<file path="src/rtl/tage_update_scheduler.sv">
// Queues resolved-branch updates and drains one per cycle into the TAGE write port; writes register 1 cycle after enqueue.
// OUT_brStall backpressures the branch units; every AGE_PERIOD writes draining pauses for a TABLE_SIZE-cycle aging sweep.
module tage_update_scheduler #(
  parameter int NUM_PORTS  = 2,
  parameter int QUEUE_SIZE = 4,
  parameter int TABLE_SIZE = 64,
  parameter int AGE_PERIOD = 256,
  parameter int HIST_LEN   = 32
) (
  input  logic                            clk,
  input  logic                            rst,
  input  logic                            IN_flush,
  input  logic [NUM_PORTS-1:0]            IN_brValid,
  input  logic [NUM_PORTS*31-1:0]         IN_brAddr,
  input  logic [NUM_PORTS*HIST_LEN-1:0]   IN_brHistory,
  input  logic [NUM_PORTS*3-1:0]          IN_brTageID,
  input  logic [NUM_PORTS-1:0]            IN_brTaken,
  input  logic [NUM_PORTS-1:0]            IN_brPred,
  input  logic [NUM_PORTS*5-1:0]          IN_brUseful,
  output logic                            OUT_brStall,
  output logic                            OUT_writeValid,
  output logic [30:0]                     OUT_writeAddr,
  output logic [HIST_LEN-1:0]             OUT_writeHistory,
  output logic [2:0]                      OUT_writeTageID,
  output logic                            OUT_writeTaken,
  output logic                            OUT_writePred,
  output logic [4:0]                      OUT_writeUseful,
  output logic                            OUT_ageValid,
  output logic [$clog2(TABLE_SIZE)-1:0]   OUT_ageIdx
);
  localparam int PTR_W = (QUEUE_SIZE > 1) ? $clog2(QUEUE_SIZE) : 1;
  localparam int CNT_W = $clog2(QUEUE_SIZE + 1);
  localparam int WC_W  = $clog2(AGE_PERIOD);
  localparam int IDX_W = $clog2(TABLE_SIZE);

  typedef struct packed {
    logic [30:0]         addr;
    logic [HIST_LEN-1:0] hist;
    logic [2:0]          tage_id;
    logic                taken;
    logic                pred;
    logic [4:0]          useful;
  } upd_t;

  typedef enum logic [1:0] {S_IDLE = 2'd0, S_DRAIN = 2'd1, S_AGE = 2'd2} state_t;

  state_t           state_q, state_d;
  upd_t             mem_q [QUEUE_SIZE];
  upd_t             mem_d [QUEUE_SIZE];
  logic [PTR_W-1:0] rd_ptr_q, rd_ptr_d, wr_ptr_q, wr_ptr_d;
  logic [CNT_W-1:0] count_q, count_d, enq_cnt;
  logic [WC_W-1:0]  wr_cnt_q, wr_cnt_d;
  logic [IDX_W-1:0] age_idx_q, age_idx_d, age_out_q, age_out_d;
  logic             wvld_q, wvld_d, avld_q, avld_d;
  upd_t             wdat_q, wdat_d;
  logic             stall, enq_ok, issue;

  function automatic logic [PTR_W-1:0] ptr_inc(input logic [PTR_W-1:0] p);
    return (p == PTR_W'(QUEUE_SIZE - 1)) ? '0 : p + PTR_W'(1);
  endfunction

  assign stall  = count_q > CNT_W'(QUEUE_SIZE - NUM_PORTS);
  assign enq_ok = !stall && !IN_flush;
  // IDLE with a non-empty queue issues straight away so a write follows its enqueue by one cycle.
  assign issue  = (state_q != S_AGE) && (count_q != '0) && !IN_flush;

  always_comb begin
    mem_d    = mem_q;
    wr_ptr_d = wr_ptr_q;
    enq_cnt  = '0;
    for (int p = 0; p < NUM_PORTS; p++) begin
      if (enq_ok && IN_brValid[p]) begin
        mem_d[wr_ptr_d] = '{addr:    IN_brAddr[31*p +: 31],
                            hist:    IN_brHistory[HIST_LEN*p +: HIST_LEN],
                            tage_id: IN_brTageID[3*p +: 3],
                            taken:   IN_brTaken[p],
                            pred:    IN_brPred[p],
                            useful:  IN_brUseful[5*p +: 5]};
        wr_ptr_d = ptr_inc(wr_ptr_d);
        enq_cnt  = enq_cnt + CNT_W'(1);
      end
    end
    rd_ptr_d = IN_flush ? wr_ptr_q : (issue ? ptr_inc(rd_ptr_q) : rd_ptr_q);
    count_d  = IN_flush ? '0 : count_q + enq_cnt - CNT_W'(issue);
  end

  always_comb begin
    state_d   = state_q;
    wr_cnt_d  = wr_cnt_q;
    age_idx_d = age_idx_q;
    wvld_d    = issue;
    wdat_d    = issue ? mem_q[rd_ptr_q] : wdat_q;
    avld_d    = 1'b0;
    age_out_d = age_out_q;
    case (state_q)
      S_IDLE, S_DRAIN: begin
        if (IN_flush) begin
          state_d = S_IDLE;
        end else if (issue) begin
          if (wr_cnt_q == WC_W'(AGE_PERIOD - 1)) begin
            wr_cnt_d  = '0;
            age_idx_d = '0;
            state_d   = S_AGE;
          end else begin
            wr_cnt_d = wr_cnt_q + WC_W'(1);
            state_d  = (count_d == '0) ? S_IDLE : S_DRAIN;
          end
        end else begin
          state_d = (count_d == '0) ? S_IDLE : S_DRAIN;
        end
      end
      S_AGE: begin
        avld_d    = 1'b1;
        age_out_d = age_idx_q;
        age_idx_d = age_idx_q + IDX_W'(1);
        if (age_idx_q == IDX_W'(TABLE_SIZE - 1)) begin
          state_d = (count_d == '0) ? S_IDLE : S_DRAIN;
        end
      end
      default: state_d = S_IDLE;
    endcase
  end

  always_ff @(posedge clk or negedge rst) begin
    if (!rst) begin
      state_q   <= S_IDLE;
      for (int i = 0; i < QUEUE_SIZE; i++) mem_q[i] <= '0;
      rd_ptr_q  <= '0;
      wr_ptr_q  <= '0;
      count_q   <= '0;
      wr_cnt_q  <= '0;
      age_idx_q <= '0;
      age_out_q <= '0;
      wvld_q    <= 1'b0;
      avld_q    <= 1'b0;
      wdat_q    <= '0;
    end else begin
      state_q   <= state_d;
      mem_q     <= mem_d;
      rd_ptr_q  <= rd_ptr_d;
      wr_ptr_q  <= wr_ptr_d;
      count_q   <= count_d;
      wr_cnt_q  <= wr_cnt_d;
      age_idx_q <= age_idx_d;
      age_out_q <= age_out_d;
      wvld_q    <= wvld_d;
      avld_q    <= avld_d;
      wdat_q    <= wdat_d;
    end
  end

  assign OUT_brStall      = stall;
  assign OUT_writeValid   = wvld_q;
  assign OUT_writeAddr    = wdat_q.addr;
  assign OUT_writeHistory = wdat_q.hist;
  assign OUT_writeTageID  = wdat_q.tage_id;
  assign OUT_writeTaken   = wdat_q.taken;
  assign OUT_writePred    = wdat_q.pred;
  assign OUT_writeUseful  = wdat_q.useful;
  assign OUT_ageValid     = avld_q;
  assign OUT_ageIdx       = age_out_q;

endmodule

</file>
<file path="config.mk">
export PLATFORM = sky130hd
export DESIGN_NAME = tage_update_scheduler
export DESIGN_NICKNAME = d
export VERILOG_FILES = /design/src/rtl/tage_update_scheduler.sv
export SDC_FILE = /design/constraint.sdc
export NUM_CORES = 1
export LEC_CHECK = 0
export CORE_UTILIZATION = 45
export CTS_BUF_LIST = sky130_fd_sc_hd__clkbuf_8
export DETAILED_ROUTE_END_ITERATION = 12
export PLACE_DENSITY = 0.67
export SYNTH_ARGS = -nofsm -noshare
export SYNTH_HDL_FRONTEND = slang
export SYNTH_SLANG_ARGS = --single-unit
</file>
<file path="constraint.sdc">
create_clock -name clk -period 7.3 [get_ports clk]
set_input_delay 0.73 -clock clk [delete_from_list [all_inputs] [get_ports clk]]
set_output_delay 0.73 -clock clk [all_outputs]
set_load 0.02 [all_outputs]
</file>
==> impl_metrics.csv, run 1 <==
group,metric,value,unit
run_status,status,"completed",
cells_and_area,final_cells,2766,
pwr,power,0.00835,W
pwr,powerDensity,362,nW/µm²
placed_design,placed_cell_area,21700,µm²
floorplanning,start_util,45.8,%
sta,finalMaxSlewViolations,0,
global_routing,grt_use_total,26.8,%
route,vias,16084,
critical_path,end_kind,"register",
cells_and_area,area_delta_synth_final,19.7,%
cells_and_area,fill_cells,3655,
route,wl,57300,µm
synthesis,yosys.area.top_type,"dfrtp_1",
min_path,holdCritPathClass,"primary input to async pin",
floorplanning,core,42100,µm²
sta,max_freq,230,MHz
placed_design,dp_cells,2643,
placed_design,portBuffers,232,
synthesis,ys_async_sr_fraction,100,%
critical_path,rr_endpoint,"mem_q[54]",
cells_and_area,fin_nets,2342,
critical_path,start_kind,"primary input",
clock_network,cts_tree,"done",
clock_network,numCtsBuffers,69,
global_routing,grt_pass1_vias,16039,
synthesis,syn_inst,2011,
clock_network,cts_hold_buf,0,
synthesis,synth_edf_count,0,
sta,min_period,4340,ps
clock_network,postCtsSetupBuffers,0,
synthesis,synth_most_common_cell,"nand2_1",
pwr,peakVddDrop,0.163,mV
synthesis,synthTopCellsByCount,"nand2_1 (613), dfrtp_1 (396), nor2_1 (303), a31oi_1 (295), buf_2 (77)",
synthesis,synth_area,19300,µm²
critical_path,r2r_cells,9,
route,drtPass1Iterations,7,
sta,post-route-period-util,59.5,%
critical_path,crit_type,"primary input to register",
sta,finalHoldViolations,0,
global_routing,globalRouteOverflowTotal,0,
clock_network,post_cts_resized,0,
route,ant_nets,0,
sta,finalSetupViolCount,0,
clock_network,cts-root-buf,"clkbuf_8",
route,wl_per_cell,20.7,µm
floorplanning,num_rows,75,
global_routing,grt_max_degree,151,
synthesis,ys_seq_area_share,51.4,%
placed_design,gp_congestion,0.814,
synthesis,ys_seq_elements,396,
critical_path,r2r_slack,3230,ps
cells_and_area,design_area,23100,µm²
critical_path,critPathMaxFanout,72,
critical_path,cp.arrival,4810,ps
clock_network,cts_buffer_depth,3,
global_routing,grt_first_pass_wirelength,91400,µm
synthesis,ys_types,45,
route,drc,0,
synthesis,synthFlopType,"dfrtp_1",
critical_path,rr_startpoint,"count_q[1]",
sta,worst_pin_slew,1180,ps
placed_design,hpwl,32800,µm
route,drt-vias-per-instance,5.81,
sta,clock_skew,16.2,ps
critical_path,crit_required,7770,ps
global_routing,antenna_found_initial,6,
cells_and_area,drive_above_1_share,12.3,%
sta,fin_tns_setup,0,ps
cells_and_area,utilization,54.7,%
floorplanning,ios,233,
sta,rsz0062_at_grt,"no",
pwr,p_leak,10.2,nW
clock_network,htreeDepth,3,
route,dr.first_iter.drc_count,1484,
synthesis,synthDominantCellAreaShare,51.4,%
clock_network,path_clk_slew,60,ps
floorplanning,die_area,43700,µm²
synthesis,synthesis.nets,2178,
sta,slew_headroom,21.1,%
floorplanning,die_w,209,µm
clock_network,insertion_delay,620,ps
synthesis,synth_area_leaders,"dfrtp_1 (51%), nand2_1 (12%), a31oi_1 (9.6%)",
clock_network,cts_num_sinks,396,
synthesis,synth_warnings,0,
run,max_cap_viol_count,0,
synthesis,avgSynthCellArea,9.59,µm²
floorplanning,die_h,209,µm
cell type report:
cell class / count / area (µm²) / share of cell area, %
diodes: 2 / 5.00 / 0.0217
clock buffers: 83 / 1140 / 4.95
clock inverters: 38 / 196 / 0.852
inverters: 11 / 41.3 / 0.179
multi-input cells: 1450 / 8600 / 37.3
flip-flops and latches: 396 / 9920 / 43.0
well taps: 539 / 674 / 2.92
repair buffers: 247 / 2490 / 10.8
routing by layer:
layer	vias to the layer above	track usage, %	wire [µm]
met1	7956	37.4	24100
met4	8	9.05	1340
met5	-	0	50
li1	7262	-	-
met3	117	5.32	4740
met2	741	41.9	27000
worst max-delay path: stages:
cell and delay (ps):
clkdlybuf4s50_1 620, a211oi_4 990, and2_1 440, a21oi_1 210, inv_1 130, ha_1 200, nand3_4 660, buf_4 590
nor2_1 170, a31oi_1 60
registers in the layout, summed over array words and instances (netlist names), 2 cells and up:
name	flops
OUT_writeTageID	3
OUT_writeHistory	32
count_q	3
OUT_writeAddr	31
rd_ptr_q	2
state_q	2
wr_ptr_q	2
OUT_ageIdx	6
mem_q	292
OUT_writeUseful	5
age_idx_q	6
wr_cnt_q	8
how the worst max path moves through the flow:
stage | slack, ps | to | depth (start not counted) | start
after floorplan | 4070 | state_q[0] | 13 | IN_brValid[0]
after global placement | 2430 | mem_q[59] | 10 | IN_flush
after detailed placement | 2290 | mem_q[54] | 10 | IN_flush
after CTS | 2950 | mem_q[54] | 10 | IN_flush
after global routing | 2600 | mem_q[67] | 10 | IN_flush
final | 2960 | mem_q[54] | 10 | IN_flush
power breakdown:
| part | internal (W) | switching (W) |
|---|---|---|
| Sequential | 0.00307 | 0.000531 |
| Combinational | 0.00132 | 0.00144 |
| Clock | 0.00106 | 0.000923 |
logic make-up after synthesis:
| group | Yosys count | share of synthesized area, % |
|---|---|---|
| buffers and inverters | 165 | 4.49 |
| muxes | 149 | 13.0 |
| xor gates and xnor gates | 6 | 0.273 |
| AOI/OAI and AO/OA | 321 | 10.6 |
| adders and majority gates | 16 | 1.08 |
| and+or+nand+nor | 958 | 19.2 |
| DFF | 396 | 51.4 |
metrics by stage:
stage                     setup slack (ps)  hold slack (ps)
after floorplan                       4070              434
after global placement                2430              457
after detailed placement              2290              455
after CTS                             2950              161
after global routing                  2600              204
final                                 2960              150
placed cells by master, fill, tap and decap left out, drive strengths merged, types with 7 or more instances in the layout:
cell,netlist,layout
nand2,613,613
dfrtp,396,396
clkdlybuf4s50,0,231
clkinv,0,7
a31oi,295,295
ha,15,15
clkbuf,48,83
nand3,16,16
nor2,303,303
buf,106,16
inv,11,36
mux2,74,74
mux4,73,73
Note: power is estimated with default switching activity, not from simulation.
==> run 2, diff against run 1 <==
- clock period: 7.3 -> 4.08 ns (I/O delays scaled with it)
==> impl_metrics.csv, run 2 (synthesized netlist as in run 1, its figures left out) <==
group,metric,value,unit
critical_path,crit_top_cell,"ha_1",
placed_design,dp_cells,2662,
clock_network,cts_num_sinks,396,
route,drtPass1Iterations,6,
clock_network,cts_buffer_depth,3,
sta,finalHoldViolations,0,
placed_design,pre_cts_slack,564,ps
critical_path,crit_path_max_incr_delay,460,ps
sta,fin_ws,996,ps
sta,min_period,3080,ps
pwr,peakVddDrop,0.332,mV
clock_network,path_clk_slew,60,ps
sta,rsz0062_at_grt,"no",
cells_and_area,drive_above_1_share,13.4,%
route,wl_per_cell,21.0,µm
cells_and_area,area_delta_synth_final,21.8,%
floorplanning,num_rows,75,
sta,clock_skew,22.3,ps
global_routing,grt_pass1_vias,16324,
floorplanning,die_h,209,µm
cells_and_area,regMostFlops,"mem_q",
floorplanning,ios,233,
floorplanning,core,42100,µm²
pwr,p_leak,10.4,nW
pwr,powerDensity,649,nW/µm²
critical_path,crit_required,4570,ps
run_status,status,"completed",
clock_network,cts_tree,"done",
route,vias,16296,
sta,finalMaxSlewViolations,0,
global_routing,globalRouteOverflowTotal,0,
placed_design,gp_congestion,0.810,
cells_and_area,final_cells,2787,
route,wl,58400,µm
critical_path,end_kind,"register",
critical_path,crit_type,"register to register",
sta,fin_tns_setup,0,ps
global_routing,antenna_found_initial,6,
sta,slew_headroom,21.9,%
placed_design,hpwl,34200,µm
critical_path,cp.arrival,3570,ps
sta,post-route-period-util,75.6,%
floorplanning,start_util,45.8,%
cells_and_area,largest_reg_flops,292,
critical_path,critPathMaxFanout,10,
route,dr.first_iter.drc_count,1471,
critical_path,crit_chain,"a211oi_4, and2_1, ha_1, inv_1, ha_1, inv_1, ha_1, fa_1, xor2_1, and2_1, nor3_1, o32a_1",
route,drt-vias-per-instance,5.85,
cells_and_area,fin_nets,2365,
run,max_cap_viol_count,0,
clock_network,cts-root-buf,"clkbuf_8",
global_routing,grt_max_degree,111,
floorplanning,die_w,209,µm
route,drc,0,
sta,worst_pin_slew,1170,ps
sta,finalSetupViolCount,0,
min_path,holdCritPathClass,"primary input to register",
critical_path,start_kind,"register",
global_routing,grt_first_pass_wirelength,92400,µm
global_routing,grt_use_total,27.2,%
route,ant_nets,0,
critical_path,slowest_stage,"dfrtp_1",
clock_network,htreeDepth,3,
floorplanning,die_area,43700,µm²
clock_network,numCtsBuffers,72,
clock_network,insertion_delay,620,ps
placed_design,portBuffers,232,
cells_and_area,layout_commonest_cell,"nand2_1",
cells_and_area,layout_common_cells,"nand2_1 (612), dfrtp_1 (394), nor2_1 (303), a31oi_1 (295), clkdlybuf4s50_1 (231)",
sta,max_freq,324,MHz
==> run 2: changes by cell type in the layout (fill, tap and decap cells not counted), sizes merged <==
| cell | change |
|---|---|
| clkbuf | +12 |
| inv | -7 |
| dlygate4sd3 | +1 |
| buf | +19 |
| clkinvlp | -3 |
| clkinv | -1 |
==> run 2: metrics by stage <==
stage	hold WS [ps]	total power (W)	util [%]	cell area [µm²]
6_report	444	0.0152	55.7	23500
5_1_grt	423	0.0162	55.7	23500
4_1_cts	404	0.0153	55.7	23500
3_5_place_dp	467	0.0115	52.2	22000
3_3_place_gp	463	0.0112	52.2	22000
2_1_floorplan	112	0.00990	-	19300
==> run 2: worst paths after layout <==
check                               from          end  slack [ps]  cells past startpoint
min in group asynchronous            rst    mem_q[87]         450                      2
hold / removal             IN_brAddr[21]    mem_q[63]         440                      3
max in group asynchronous            rst    mem_q[58]        2590                      3
setup reg to reg              count_q[0]   state_q[0]        1000                     12
hold reg to reg              wr_cnt_q[6]  wr_cnt_q[6]         470                      1
setup / recovery              count_q[0]   state_q[0]        1000                     12
==> run 2: final cells by class <==
cell class	instances	area [µm²]
multi-input combinational	1450	8600
clock buffer	95	1310
inverter	11	41.3
tap	539	674
clock inverter	27	143
antenna	2	5.00
sequential	396	9920
timing repair buffer	267	2790
fill	3610	18700
==> run 2: per-layer routing <==
metal	global-route usage [%]	part of all wire, %	routed length (µm)
met3	5.67	8.3	4860
met4	9.33	2.3	1330
met2	42.9	47	27400
met5	0	0.12	68
met1	37.6	42	24700
==> run 2: timing repair <==
action | CTS | global route
hold endpoints to repair | 94 | 0
buffers inserted | 0 | 0
gates resized for setup | 0 | 0
hold buffers | 1 | 0
==> run 2: worst max-delay path: cells and delay by family (launching register included) <==
kind,cells,cell delay [ps]
buf+inv,2,70
fa+ha+maj,4,1060
simple gates,3,560
flops,1,460
compound gates,2,620
xor+xnor,1,200
==> run 2: where the power goes <==
group,switching [W],leakage (nW),internal (W)
clock,0.00167,0.817,0.00213
sequential,0.000936,4.85,0.00549
combinational,0.00258,4.78,0.00243
total,0.00519,10.4,0.0101
